<file path="src/rtl/soc_bus_fabric.sv">
// soc_bus_fabric: page-decoded request/ready bridge from the MIPS data port to
// NSLV memory-mapped slaves. Each access runs IDLE -> ACCESS -> RESP. Slaves may
// stretch ACCESS with wait states, and a timeout aborts unmapped or hung slaves.
// Responses (m_ready/m_err/m_rdata) are presented one cycle after RESP.
// Optional feature macro: BUSFAB_PERF_EN builds the perf_xfers/perf_waits
// saturating counters. Without it both ports are tied to zero.
module soc_bus_fabric #(
   parameter int                   NSLV      = 4,
   parameter int                   DW        = 32,
   parameter int                   AW        = 32,
   parameter int                   DEC_LO    = 8,
   parameter int                   PW        = 4,
   parameter logic [NSLV*PW-1:0]   SLV_PAGES = {4'h9, 4'h8, 4'h1, 4'h0},
   parameter int                   TIMEOUT   = 15
) (
   input  logic                 clk,
   input  logic                 rst,
   input  logic                 m_req,
   input  logic                 m_we,
   input  logic [AW-1:0]        m_addr,
   input  logic [DW-1:0]        m_wdata,
   output logic [DW-1:0]        m_rdata,
   output logic                 m_ready,
   output logic                 m_err,
   output logic [NSLV-1:0]      s_sel,
   output logic                 s_we,
   output logic [AW-1:0]        s_addr,
   output logic [DW-1:0]        s_wdata,
   input  logic [NSLV*DW-1:0]   s_rdata,
   input  logic [NSLV-1:0]      s_ready,
   output logic                 err_sticky,
   output logic [15:0]          perf_xfers,
   output logic [15:0]          perf_waits
);

   typedef enum logic [1:0] {
      ST_IDLE   = 2'd0,
      ST_ACCESS = 2'd1,
      ST_RESP   = 2'd2
   } state_t;

   localparam logic [7:0] TO_LIM = 8'(TIMEOUT);

   state_t            state_q, state_d;
   logic [NSLV-1:0]   sel_q, sel_d;
   logic              swe_q, swe_d;
   logic [AW-1:0]     addr_q, addr_d;
   logic [DW-1:0]     wdata_q, wdata_d;
   logic [7:0]        wait_q, wait_d;
   logic              resp_err_q, resp_err_d;
   logic [DW-1:0]     resp_data_q, resp_data_d;
   logic              sticky_q, sticky_d;
   logic              mready_q;
   logic              merr_q;
   logic [DW-1:0]     mrdata_q;

   logic [PW-1:0]     page_s;
   logic [NSLV-1:0]   match_s;
   logic [NSLV-1:0]   onehot_s;
   logic              hit_s;
   logic              rdy_s;
   logic [DW-1:0]     rdata_sel_s;

   assign page_s = m_addr[DEC_LO +: PW];

   // Page decode; isolating the lowest set match bit makes the lowest index win.
   always_comb begin
      match_s = '0;
      for (int i = 0; i < NSLV; i++) begin
         match_s[i] = (page_s == SLV_PAGES[i*PW +: PW]);
      end
      onehot_s = match_s & (~match_s + NSLV'(1));
      hit_s    = |match_s;
   end

   // Ready and read data of the selected slave only; other slaves are masked off.
   always_comb begin
      rdy_s       = |(s_ready & sel_q);
      rdata_sel_s = '0;
      for (int i = 0; i < NSLV; i++) begin
         rdata_sel_s = rdata_sel_s | ({DW{sel_q[i]}} & s_rdata[i*DW +: DW]);
      end
   end

   // Next-state and latched transaction fields.
   always_comb begin
      state_d     = state_q;
      sel_d       = sel_q;
      swe_d       = swe_q;
      addr_d      = addr_q;
      wdata_d     = wdata_q;
      wait_d      = wait_q;
      resp_err_d  = resp_err_q;
      resp_data_d = resp_data_q;
      sticky_d    = sticky_q;
      case (state_q)
         ST_IDLE: begin
            if (m_req) begin
               addr_d  = m_addr;
               wdata_d = m_wdata;
               if (hit_s) begin
                  sel_d   = onehot_s;
                  swe_d   = m_we;
                  wait_d  = 8'd0;
                  state_d = ST_ACCESS;
               end else begin
                  resp_err_d  = 1'b1;
                  resp_data_d = '0;
                  sticky_d    = 1'b1;
                  state_d     = ST_RESP;
               end
            end else begin
               state_d = ST_IDLE;
            end
         end
         ST_ACCESS: begin
            if (rdy_s) begin
               resp_data_d = rdata_sel_s;
               resp_err_d  = 1'b0;
               sel_d       = '0;
               swe_d       = 1'b0;
               state_d     = ST_RESP;
            end else if ((wait_q + 8'd1) == TO_LIM) begin
               wait_d      = wait_q + 8'd1;
               resp_data_d = '0;
               resp_err_d  = 1'b1;
               sticky_d    = 1'b1;
               sel_d       = '0;
               swe_d       = 1'b0;
               state_d     = ST_RESP;
            end else begin
               wait_d = wait_q + 8'd1;
            end
         end
         ST_RESP: begin
            state_d = ST_IDLE;
         end
         default: begin
            sel_d   = '0;
            swe_d   = 1'b0;
            state_d = ST_IDLE;
         end
      endcase
   end

   // FSM and transaction registers.
   always_ff @(posedge clk or negedge rst) begin
      if (!rst) begin
         state_q     <= ST_IDLE;
         sel_q       <= '0;
         swe_q       <= 1'b0;
         addr_q      <= '0;
         wdata_q     <= '0;
         wait_q      <= 8'd0;
         resp_err_q  <= 1'b0;
         resp_data_q <= '0;
         sticky_q    <= 1'b0;
      end else begin
         state_q     <= state_d;
         sel_q       <= sel_d;
         swe_q       <= swe_d;
         addr_q      <= addr_d;
         wdata_q     <= wdata_d;
         wait_q      <= wait_d;
         resp_err_q  <= resp_err_d;
         resp_data_q <= resp_data_d;
         sticky_q    <= sticky_d;
      end
   end

   // Master response registers: loaded from the RESP cycle, pulse for one cycle.
   always_ff @(posedge clk or negedge rst) begin
      if (!rst) begin
         mready_q <= 1'b0;
         merr_q   <= 1'b0;
         mrdata_q <= '0;
      end else begin
         mready_q <= (state_q == ST_RESP);
         if (state_q == ST_RESP) begin
            merr_q   <= resp_err_q;
            mrdata_q <= resp_data_q;
         end else begin
            merr_q   <= 1'b0;
            mrdata_q <= mrdata_q;
         end
      end
   end

`ifdef BUSFAB_PERF_EN
   logic [15:0] xfers_q;
   logic [15:0] waits_q;

   // Saturating counters of completions and ACCESS wait cycles.
   always_ff @(posedge clk or negedge rst) begin
      if (!rst) begin
         xfers_q <= 16'h0000;
         waits_q <= 16'h0000;
      end else begin
         if ((state_q == ST_RESP) && (xfers_q != 16'hFFFF)) begin
            xfers_q <= xfers_q + 16'd1;
         end else begin
            xfers_q <= xfers_q;
         end
         if ((state_q == ST_ACCESS) && !rdy_s && (waits_q != 16'hFFFF)) begin
            waits_q <= waits_q + 16'd1;
         end else begin
            waits_q <= waits_q;
         end
      end
   end

   assign perf_xfers = xfers_q;
   assign perf_waits = waits_q;
`else
   assign perf_xfers = 16'h0000;
   assign perf_waits = 16'h0000;
`endif

   assign s_sel      = sel_q;
   assign s_we       = swe_q;
   assign s_addr     = addr_q;
   assign s_wdata    = wdata_q;
   assign m_ready    = mready_q;
   assign m_err      = merr_q;
   assign m_rdata    = mrdata_q;
   assign err_sticky = sticky_q;

endmodule

</file>
<file path="config.mk">
export PLATFORM = sky130hd
export DESIGN_NAME = soc_bus_fabric
export DESIGN_NICKNAME = d
export VERILOG_FILES = /design/src/rtl/soc_bus_fabric.sv
export SDC_FILE = /design/constraint.sdc
export NUM_CORES = 1
export LEC_CHECK = 0
export ABC_CLOCK_PERIOD_IN_PS = 4700
export BUFFER_PORTS_ARGS = -buffer_cell sky130_fd_sc_hd__buf_2
export CAP_MARGIN = 20
export CORE_AREA = 3 3 129 131
export DETAILED_ROUTE_END_ITERATION = 8
export DIE_AREA = 0 0 132 134
export PLACE_DENSITY_LB_ADDON = 0.3
export SETUP_SLACK_MARGIN = 0.4
export SYNTH_ARGS = -nofsm -noshare
export SYNTH_HDL_FRONTEND = slang
export SYNTH_SLANG_ARGS = --single-unit
</file>
<file path="constraint.sdc">
create_clock -name clk -period 4.7 [get_ports clk]
set_input_delay 0.47 -clock clk [delete_from_list [all_inputs] [get_ports clk]]
set_output_delay 0.47 -clock clk [all_outputs]
set_load 0.01 [all_outputs]
</file>
==> results.yml <==
run_status:
  status: "complete, no violations"
global_routing:
  grt_pass1_vias: 5660
  antenna_found_initial: 2
  overflow: 0
  grt_pass1_wl_mm: 29.6
  track_usage_pct: 21.2
  grt_max_degree: 114
route:
  routed_wl_mm: 19.1
  ant_nets: 0
  drt-pass1-iter-count: 4
  post_drt_via_cell_ratio: 5.17
  drc: 0
  drtIter0Drc: 318
  avgRoutedWirePerCell_um: 17.1
  num_vias: 5785
timing:
  setup_viol: 0
  tightest_slew_ps: 923
  period_share_pct: 48.6
  hold_slack_ps: 280
  setup_tns_ps: 0
  rsz0062_at_grt: "false"
  hold_viol: 0
  clock.fmax_mhz: 438
  final.setup_skew_ps: 8.12
  finalCriticalPeriod_ps: 2280
  relSlewSlack_pct: 38.3
  drv_slew: 0
synthesis:
  synth_seq_cells: 147
  syn_inst: 604
  synth-edff-count: 0
  syn_avg_cell_area_um2: 11.3
  yosysMostFrequentCell: "dfrtp_1"
  netlist.area_leader.share_pct: 53.8
  yosysSeqAreaShare_pct: 53.8
  synth.area.top_cells: "dfrtp_1 54%, mux2_2 11%, a31o_2 4.2%"
  synth_top_cell_by_area: "dfrtp_1"
  yosysWarnings: 0
  ys_async_sr_fraction_pct: 100
  yosys_most_used_dff: "dfrtp_1"
  synth_area_um2: 6830
  synth_cell_type_count: 44
  netlist_top_cells_count: "147 x dfrtp_1, 64 x mux2_2, 39 x inv_1"
placed_design:
  dp_hpwl_mm: 13.5
  place_congestion: 0.791
  port_buffers: 303
clock_tree:
  h-tree-depth: 4
  clk_latency_ps: 420
  cts_setup_buffers: 0
  cts_buffers: 17
  path_clk_slew_ps: 60
  clock_sinks: 147
  cts_tree: "done"
  root_buffer: "clkbuf_16"
  cts_buffer_depth: 2
final_layout:
  final_layout_size_suffix_gt1_share_pct: 49.6
  num-nets-final: 1089
  area_growth_syn_to_layout_pct: 32.6
die:
  die_h_um: 134
  die_width_um: 132
  rows: 46
  start_util_pct: 43.5
  die_area_um2: 17700
  io_pins: 336
  core_um2: 15700
power:
  ir_drop_mv: 0.318
  p_leak_nw: 4.43
  powerDensity_nw_per_um2: 598
setup_path:
  arrival_ps: 2580
  worstPathMaxFanout: 21
  cp.required_ps: 5000
  startpoint: "wait_q[0]"
  reg2reg_from: "wait_q[0]"
  critPathCaptureType: "flop"
  critical_path_class: "flop to flop"
  cp-start-kind: "flop"
worst_hold_path:
  hold_class: "input pin to flop"
  min_from: "m_addr[6]"
run:
  max_cap_viol_count: 0
worst max-delay path, cell delays in order (launching register included):
cell and delay [ps]:
dfrtp_1 440, ha_1 280, xor2_1 190, nand4b_1 130
or2_1 480, buf_4 330, a221o_1 310
path summary, 6_finish.rpt:
kind                              endpoint  depth (start not counted)  slack, ps
min                              s_addr[6]                          2        280
max reg2reg                resp_data_q[31]                          6       2420
min in group asynchronous        s_addr[3]                          2        530
max                        resp_data_q[31]                          6       2420
max in group asynchronous      m_rdata[17]                          3       3360
min reg2reg                    m_rdata[16]                          2        470
layout by cell type, fill, tap and decap left out, drive strengths merged, types with 14 or more instances in the layout:
master / count
buf: 313
a22o: 33
conb: 32
a31o: 33
inv: 39
mux2: 64
nand2: 37
clkbuf: 23
dfrtp: 147
o21ai: 42
a221oi: 31
o22ai: 33
nand3: 14
metal layers:
layer  wire length [um]  part of all wire, %  track usage [%]  vias to the layer above
li1                   -                    -                -                     2743
met1               7890                   41             27.1                     2798
met2               9740                   51             35.1                      211
met3               1030                  5.4             5.18                       33
met4                446                  2.3             8.23                        0
met5                  0                    0                0                        -
state kept, by name, summed over array words and instances, names as in the netlist, 2 cells and up:
signal / count
m_rdata: 32
resp_data_q: 32
s_addr: 32
s_wdata: 32
wait_q: 8
s_sel: 4
state_q: 2
what timing repair did:
action | in CTS | in global routing
resized for setup | 0 | 0
hold buffers | 0 | 1
hold endpoints to repair | 0 | 37
endpoints found under the setup margin | 0 | 0
power breakdown:
group          total [mW]  leakage (nW)  internal [mW]  switching [mW]
logic                1.99          2.24          0.916            1.08
registers            2.02          1.88           1.75           0.273
clock network        1.40         0.303          0.889           0.511
total                5.42          4.43           3.55            1.86
cells by family (layout without fill, tap and decap cells):
group                      count (synthesis)  after routing  synth area share, %
and+or+nand+nor                           75             75                 5.13
muxes                                     66             66                 10.8
other                                      1             34               0.0549
DFF                                      147            147                 53.8
buffers and inverters                    120            385                 8.72
AOI/OAI and AO/OA                        190            190                 20.7
adders and majority gates                  2              2                0.366
xor gates and xnor gates                   3              3                0.385
stage by stage:
step | worst slack, ps | utilization, % | area (um2) | cells | total power [mW]
after global placement | 2510 | 53.4 | 8380 | 1081 | 3.99
after detailed placement | 2420 | 53.4 | 8380 | 1081 | 4.04
after global routing | 2280 | 57.7 | 9060 | 1118 | 5.75
after floorplan | 2850 | - | 6950 | 635 | 3.27
final | 2420 | 57.7 | 9060 | 1118 | 5.42
after CTS | 2420 | 57.3 | 9000 | 1113 | 5.46
area by class of cell:
class	count	area [um2]
diodes	2	5.00
clock inverters	9	126
clock buffers	23	488
fillers	1424	6650
multi-input cells	368	2710
repair buffers	314	1640
inverters	39	146
flip-flops and latches	147	3680
well taps	216	270
Note: power is estimated with default switching activity, not from simulation.
